**src/rtl/pe_act_broadcaster.sv**
```systemverilog
// Activation broadcaster: scans the local activation register file and sends one
// packet per (nonzero or every) activation to the router, then a finish packet.
module pe_act_broadcaster #(
    parameter int ACT_NO   = 64,
    parameter int DATA_W   = 16,
    parameter int PE_IDX_W = 6,
    parameter int ADDR_W   = 16,
    localparam int IDX_W   = $clog2(ACT_NO),
    localparam int CNT_W   = IDX_W + 1
) (
    input  logic                clk,
    input  logic                rst,
    input  logic [PE_IDX_W-1:0] pe_idx,
    input  logic                start,
    input  logic                dense_mode,
    input  logic                abort,
    input  logic [CNT_W-1:0]    act_no,
    input  logic [ACT_NO-1:0]   act_zero,
    output logic                rd_en,
    output logic [IDX_W-1:0]    rd_addr,
    input  logic [DATA_W-1:0]   rd_data,
    output logic                send_valid,
    output logic [DATA_W-1:0]   send_data,
    output logic [ADDR_W-1:0]   send_addr,
    input  logic                send_ready,
    output logic                busy,
    output logic                done,
    output logic [CNT_W-1:0]    sent_cnt
);

    typedef enum logic [1:0] {IDLE, SCAN, DRAIN, FIN} state_t;

    state_t              state, state_next;
    logic [CNT_W-1:0]    cursor, stop, stop_in;
    logic                dense_r;
    logic                inflight;
    logic [IDX_W-1:0]    inflight_idx;
    logic [DATA_W-1:0]   buf_data [2];
    logic [ADDR_W-1:0]   buf_addr [2];
    logic                rd_ptr, wr_ptr;
    logic [1:0]          count;
    logic                cand_valid;
    logic [IDX_W-1:0]    cand_idx;
    logic                pop, push, start_ok, fin_accept;
    logic [2:0]          occ;
    logic [ADDR_W-1:0]   fin_addr;

    assign stop_in  = (act_no > CNT_W'(ACT_NO)) ? CNT_W'(ACT_NO) : act_no;
    assign fin_addr = {1'b1, {(ADDR_W-1){1'b0}}};

    // Lowest eligible index in [cursor, stop); dense mode takes the cursor itself.
    always_comb begin
        cand_valid = 1'b0;
        cand_idx   = '0;
        if (dense_r) begin
            cand_valid = (cursor < stop);
            cand_idx   = cursor[IDX_W-1:0];
        end else begin
            for (int unsigned i = 0; i < ACT_NO; i++) begin
                if (!cand_valid && !act_zero[i] && CNT_W'(i) >= cursor && CNT_W'(i) < stop) begin
                    cand_valid = 1'b1;
                    cand_idx   = IDX_W'(i);
                end
            end
        end
    end

    assign pop  = (count != 2'd0) && send_ready;
    assign push = inflight;
    // A slot freed by this cycle's pop can be refilled at once, giving full throughput.
    assign occ  = 3'(count) + 3'(inflight) - 3'(pop);

    assign busy       = (state != IDLE);
    assign send_valid = (state == FIN) || (count != 2'd0);
    assign send_data  = (state == FIN) ? DATA_W'(pe_idx) :
                        (count != 2'd0) ? buf_data[rd_ptr] : '0;
    assign send_addr  = (state == FIN) ? fin_addr :
                        (count != 2'd0) ? buf_addr[rd_ptr] : '0;

    always_comb begin
        state_next = state;
        rd_en      = 1'b0;
        rd_addr    = '0;
        start_ok   = 1'b0;
        fin_accept = 1'b0;
        case (state)
            IDLE: begin
                if (start) begin
                    start_ok   = 1'b1;
                    state_next = (stop_in == '0) ? FIN : SCAN;
                end
            end
            SCAN: begin
                if (cand_valid) begin
                    if (occ < 3'd2) begin
                        rd_en   = 1'b1;
                        rd_addr = cand_idx;
                    end
                end else begin
                    state_next = DRAIN;
                end
            end
            DRAIN: begin
                if (count == 2'd0 && !inflight) state_next = FIN;
            end
            FIN: begin
                if (send_ready) begin
                    fin_accept = 1'b1;
                    state_next = IDLE;
                end
            end
            default: state_next = IDLE;
        endcase
        if (abort) begin
            state_next = IDLE;
            rd_en      = 1'b0;
            rd_addr    = '0;
            start_ok   = 1'b0;
            fin_accept = 1'b0;
        end
    end

    always_ff @(posedge clk or posedge rst) begin
        if (rst) begin
            state <= IDLE;
        end else begin
            state <= state_next;
        end
    end

    always_ff @(posedge clk or posedge rst) begin
        if (rst) begin
            cursor       <= '0;
            stop         <= '0;
            dense_r      <= 1'b0;
            inflight     <= 1'b0;
            inflight_idx <= '0;
            done         <= 1'b0;
            sent_cnt     <= '0;
        end else begin
            done     <= fin_accept;
            inflight <= rd_en;
            if (start_ok) begin
                dense_r  <= dense_mode;
                stop     <= stop_in;
                cursor   <= '0;
                sent_cnt <= '0;
            end
            if (rd_en) begin
                cursor       <= CNT_W'(cand_idx) + CNT_W'(1);
                inflight_idx <= cand_idx;
            end
            if (pop) sent_cnt <= sent_cnt + CNT_W'(1);
        end
    end

    always_ff @(posedge clk or posedge rst) begin
        if (rst) begin
            rd_ptr      <= 1'b0;
            wr_ptr      <= 1'b0;
            count       <= '0;
            buf_data[0] <= '0;
            buf_data[1] <= '0;
            buf_addr[0] <= '0;
            buf_addr[1] <= '0;
        end else if (abort) begin
            rd_ptr <= 1'b0;
            wr_ptr <= 1'b0;
            count  <= '0;
        end else begin
            if (push) begin
                buf_data[wr_ptr] <= rd_data;
                buf_addr[wr_ptr] <= ADDR_W'({inflight_idx, pe_idx});
                wr_ptr           <= ~wr_ptr;
            end
            if (pop) rd_ptr <= ~rd_ptr;
            count <= 2'(count + {1'b0, push} - {1'b0, pop});
        end
    end

endmodule
```
**config.mk**
```make
export PLATFORM = sky130hd
export DESIGN_NAME = pe_act_broadcaster
export DESIGN_NICKNAME = d
export VERILOG_FILES = /design/src/rtl/pe_act_broadcaster.sv
export SDC_FILE = /design/constraint.sdc
export NUM_CORES = 1
export LEC_CHECK = 0
export CORE_MARGIN = 1.5
export CORE_UTILIZATION = 50
export CTS_CLUSTER_DIAMETER = 200
export DETAILED_ROUTE_END_ITERATION = 16
export PLACE_DENSITY = 0.84
export SLEW_MARGIN = 20
export SYNTH_ARGS = -nofsm -noshare
export SYNTH_HDL_FRONTEND = slang
export SYNTH_SLANG_ARGS = --single-unit
```
**constraint.sdc**
```tcl
create_clock -name clk -period 4.4 [get_ports clk]
set_input_delay 0.44 -clock clk [delete_from_list [all_inputs] [get_ports clk]]
set_output_delay 0.44 -clock clk [all_outputs]
set_load 0.01 [all_outputs]
```
==> flow_summary.ini <==
[status]
run_status = finished clean

[worst_setup_path]
critical_path_buf_inv_count = 7
cp_data_arrival_time_ns = 3.81
worst-path-max-fanout = 11
critical_path.startpoint_type = register
worstSetupPathType = reg -> out
crit_chain = buf_12, nor4_4, buf_6, a21oi_2, o21a_4, nor4_4, nand4_4, buf_4, nor3_4, buf_4, a311oi_2, buf_4, nor2_1, nand2_1, inv_1, dlygate4sd2_1
setup.worst_path.start = stop[6]$_DFFE_PP0P_
worst-endpoint-required_ns = 3.96
cp-end-kind = output port
reg2regPathDepth = 15
critPathMostFrequentCell = buf_4
timing.critical_path.max_delay_family = simple AND/OR/NAND/NOR gates
reg2reg_setup_slack_ns = 0.26
r2r-end = cursor[4]$_DFFE_PP0P_
critical_path.max_stage_delay_ns = 0.45
regToRegStartpoint = stop[6]$_DFFE_PP0P_
worst_path_max_delay_cell = dfrtp_2

[global_route]
grt_overflow_total = 0
via_count_of_the_first_global_routing_pass = 7638
antenna_violations_before_repair = 0
global_routing_usage_summed_across_all_routing_layers = 0.3645
grt_start_max_net_pins = 55
global_route_wire_length_before_repair_um = 41860

[power_and_ir_drop]
power_density_nw_per_um2 = 717.5
peakVddDrop_mv = 0.4832
static_leakage_nw = 4.325

[hold_path]
hold_path.class = in -> async

[routing]
dr.first_iter.drc_count = 783
routed-via-count = 7889
finalWirelength_um = 27530
final_antenna_net_count = 0
avgViaCountPerCell = 6.498
drt-wirelength-per-cell_um = 22.68
drcViolationCount = 0
dr.pass1.iters = 7

[floorplanning]
coreArea_sq_um = 14040
io-pin-count = 148
initial_core_util = 0.5176
fp.dieArea_sq_um = 15270
num_rows = 43
die_width_um = 123.6
fp.dieH_um = 123.6

[synth]
synthMuxAreaShare = 0.1312
synthSimpleGateAreaFrac = 0.2214
post_synthesis_compound_gate_area_fraction = 0.2436
synth_warnings = 0
synth.largest_area_cell = dfrtp_1
avgSynthCellArea_sq_um = 8.907
synthDistinctLibCells = 90
synth-seq-area-share = 0.3167
synth.cell_area_sq_um = 7268
dominant_combinational_cell_family_by_area_after_synthesis = compound AO/OA/AOI/OAI gates
yosys.area_share.xor_xnor = 0.006025
netlist_top_cells_area = dfrtp_1 (32%), mux2_2 (9.0%), o21ai_0 (4.3%)
async_reset_ff_frac = 1.000
synth_enable_flop_cells = 0
yosys_register_bits = 92
syn-instance-count = 816
synth.top_cell.area_share = 0.3167
synth-adder-area-share = 0.02685
ys_dominant_reg_cell = dfrtp_1

[job]
max_cap_viol_count = 0

[clock_network]
cts.path.max_buffers = 2
cts_made_buffers = 9
worstSkewPairLatency_ns = 0.35
clkTransAtPathRegs_ns = 0.07
ctsHtreeMaxLevel = 3
clock_sink_count = 92
clock-root-buffer = clkbuf_16
tritoncts = yes

[finish]
final_common_cell = clkdlybuf4s50_1
layout-drive-gt1-share = 0.2544
nNetsFinal = 1143
area_growth_pct = 37.98
final_core_utilization = 0.7142
mostFrequentLayoutCells = clkdlybuf4s50_1 (137), buf_4 (108), dfrtp_1 (83)
insertedDiodeCount = 0

[placed_design]
place_hpwl_um = 20730
i_o_buffers = 144
gp_congestion = 1.056

[sta]
finalCriticalPeriod_ns = 4.245
whs_ns = 0.4950
skew_final_ns = 0.01048
post-route-period-util = 0.9649
setup_violations = 0
timing.slew.headroom = 0.3701
finalHoldViolations = 0
final-max-slew-violation-count = 0
grt_setup_unrepaired = false
worst_max_slew_pin_slew_ns = 0.9420
maximum_clock_frequency_ghz = 0.2355
[worst reg2reg max path, delay by kind of cell, from the launching register on]
| kind | cells | cell delay (ns) |
|---|---|---|
| muxes | 1 | 0.17 |
| adders and majority gates | 1 | 0.20 |
| DFF | 1 | 0.45 |
| AOI/OAI and AO/OA | 6 | 1.19 |
| and+or+nand+nor | 5 | 1.66 |
| buffers and inverters | 2 | 0.35 |
[flip-flops by register name (all words and copies together) (netlist names)]
name	count
buf_addr	24
buf_data	32
count	2
cursor	7
dense_r	1
done	1
inflight	1
inflight_idx	6
rd_ptr	1
sent_cnt	7
state	2
stop	7
wr_ptr	1
[worst max-delay path by stage]
stage,to,slack (ns),cells past startpoint
floorplan,cursor[4]$_DFFE_PP0P_,0.73,15
global placement,rd_addr[2],0.13,11
detailed placement,rd_addr[1],-0.001,12
CTS,rd_en,0.06,12
global route,rd_addr[4],0.004,16
finish,rd_addr[4],0.15,16
[layout make-up]
type	instances	area [sq um]
multi-input cells	641	4731
fillers	1044	4014
repair buffers	259	2342
flip-flops and latches	92	2316
clock buffers	9	225.2
well taps	180	225.2
inverters	26	98.84
clock inverters	7	90.09
[stage by stage]
step / cell area (sq um) / worst slack (ns) / power (W) / std cells / setup TNS, ns
3_5_place_dp: 9500 / -0.001449 / 0.005993 / 1189 / -0.001449
6_report: 10030 / 0.1546 / 0.007195 / 1214 / 0
5_1_grt: 10030 / 0.004416 / 0.007575 / 1214 / 0
4_1_cts: 9888 / 0.05703 / 0.006948 / 1207 / 0
3_3_place_gp: 9493 / 0.1316 / 0.005925 / 1189 / 0
2_1_floorplan: 7276 / 0.7288 / 0.004083 / 818 / 0
[timing repair]
action                     in CTS  in global routing
resized for setup              30                 27
buffers inserted                2                  7
setup endpoints to repair       7                  8
pin swaps                       3                  2
hold buffers                    0                  0
[Yosys cell counts, types with 7 or more instances]
master    count
a2111o_1      7
a211oi_1     11
a21o_1       11
a21oi_1      43
a31oi_1      13
and2_1        9
and3_1        8
buf_1         8
buf_2        15
clkbuf_1     26
dfrtp_1      92
ha_1         14
inv_1        25
mux2_2       58
mux2i_1      30
nand2_1      52
nand2b_1     11
nand3_1      29
nand4_1       8
nor2_1       70
nor3_1       12
nor4_1       11
o211a_1       7
o21a_1        7
o21ai_0      62
or2_2         9
or3_1         8
[where the power goes]
group / switching (W) / leakage, nW / internal (W)
Combinational: 0.00264 / 2.98 / 0.00224
Sequential: 0.000342 / 1.20 / 0.00115
Clock: 0.000366 / 0.150 / 0.000456
[cells by family after synthesis]
logic type                 after synthesis
AOI/OAI and AO/OA                      251
xor gates and xnor gates                 5
adders and majority gates               15
buffers and inverters                   85
DFF                                     92
muxes                                   88
other                                    1
and+or+nand+nor                        279
[per-layer routing]
layer / part of all wire / GRT usage / vias to the layer above
met3: 0.079 / 0.07380 / 101
met1: 0.40 / 0.4596 / 3800
li1: - / - / 3516
met2: 0.47 / 0.6076 / 472
met5: 0 / 0 / -
met4: 0.051 / 0.1573 / 0
(Power assumes the default switching activity.)
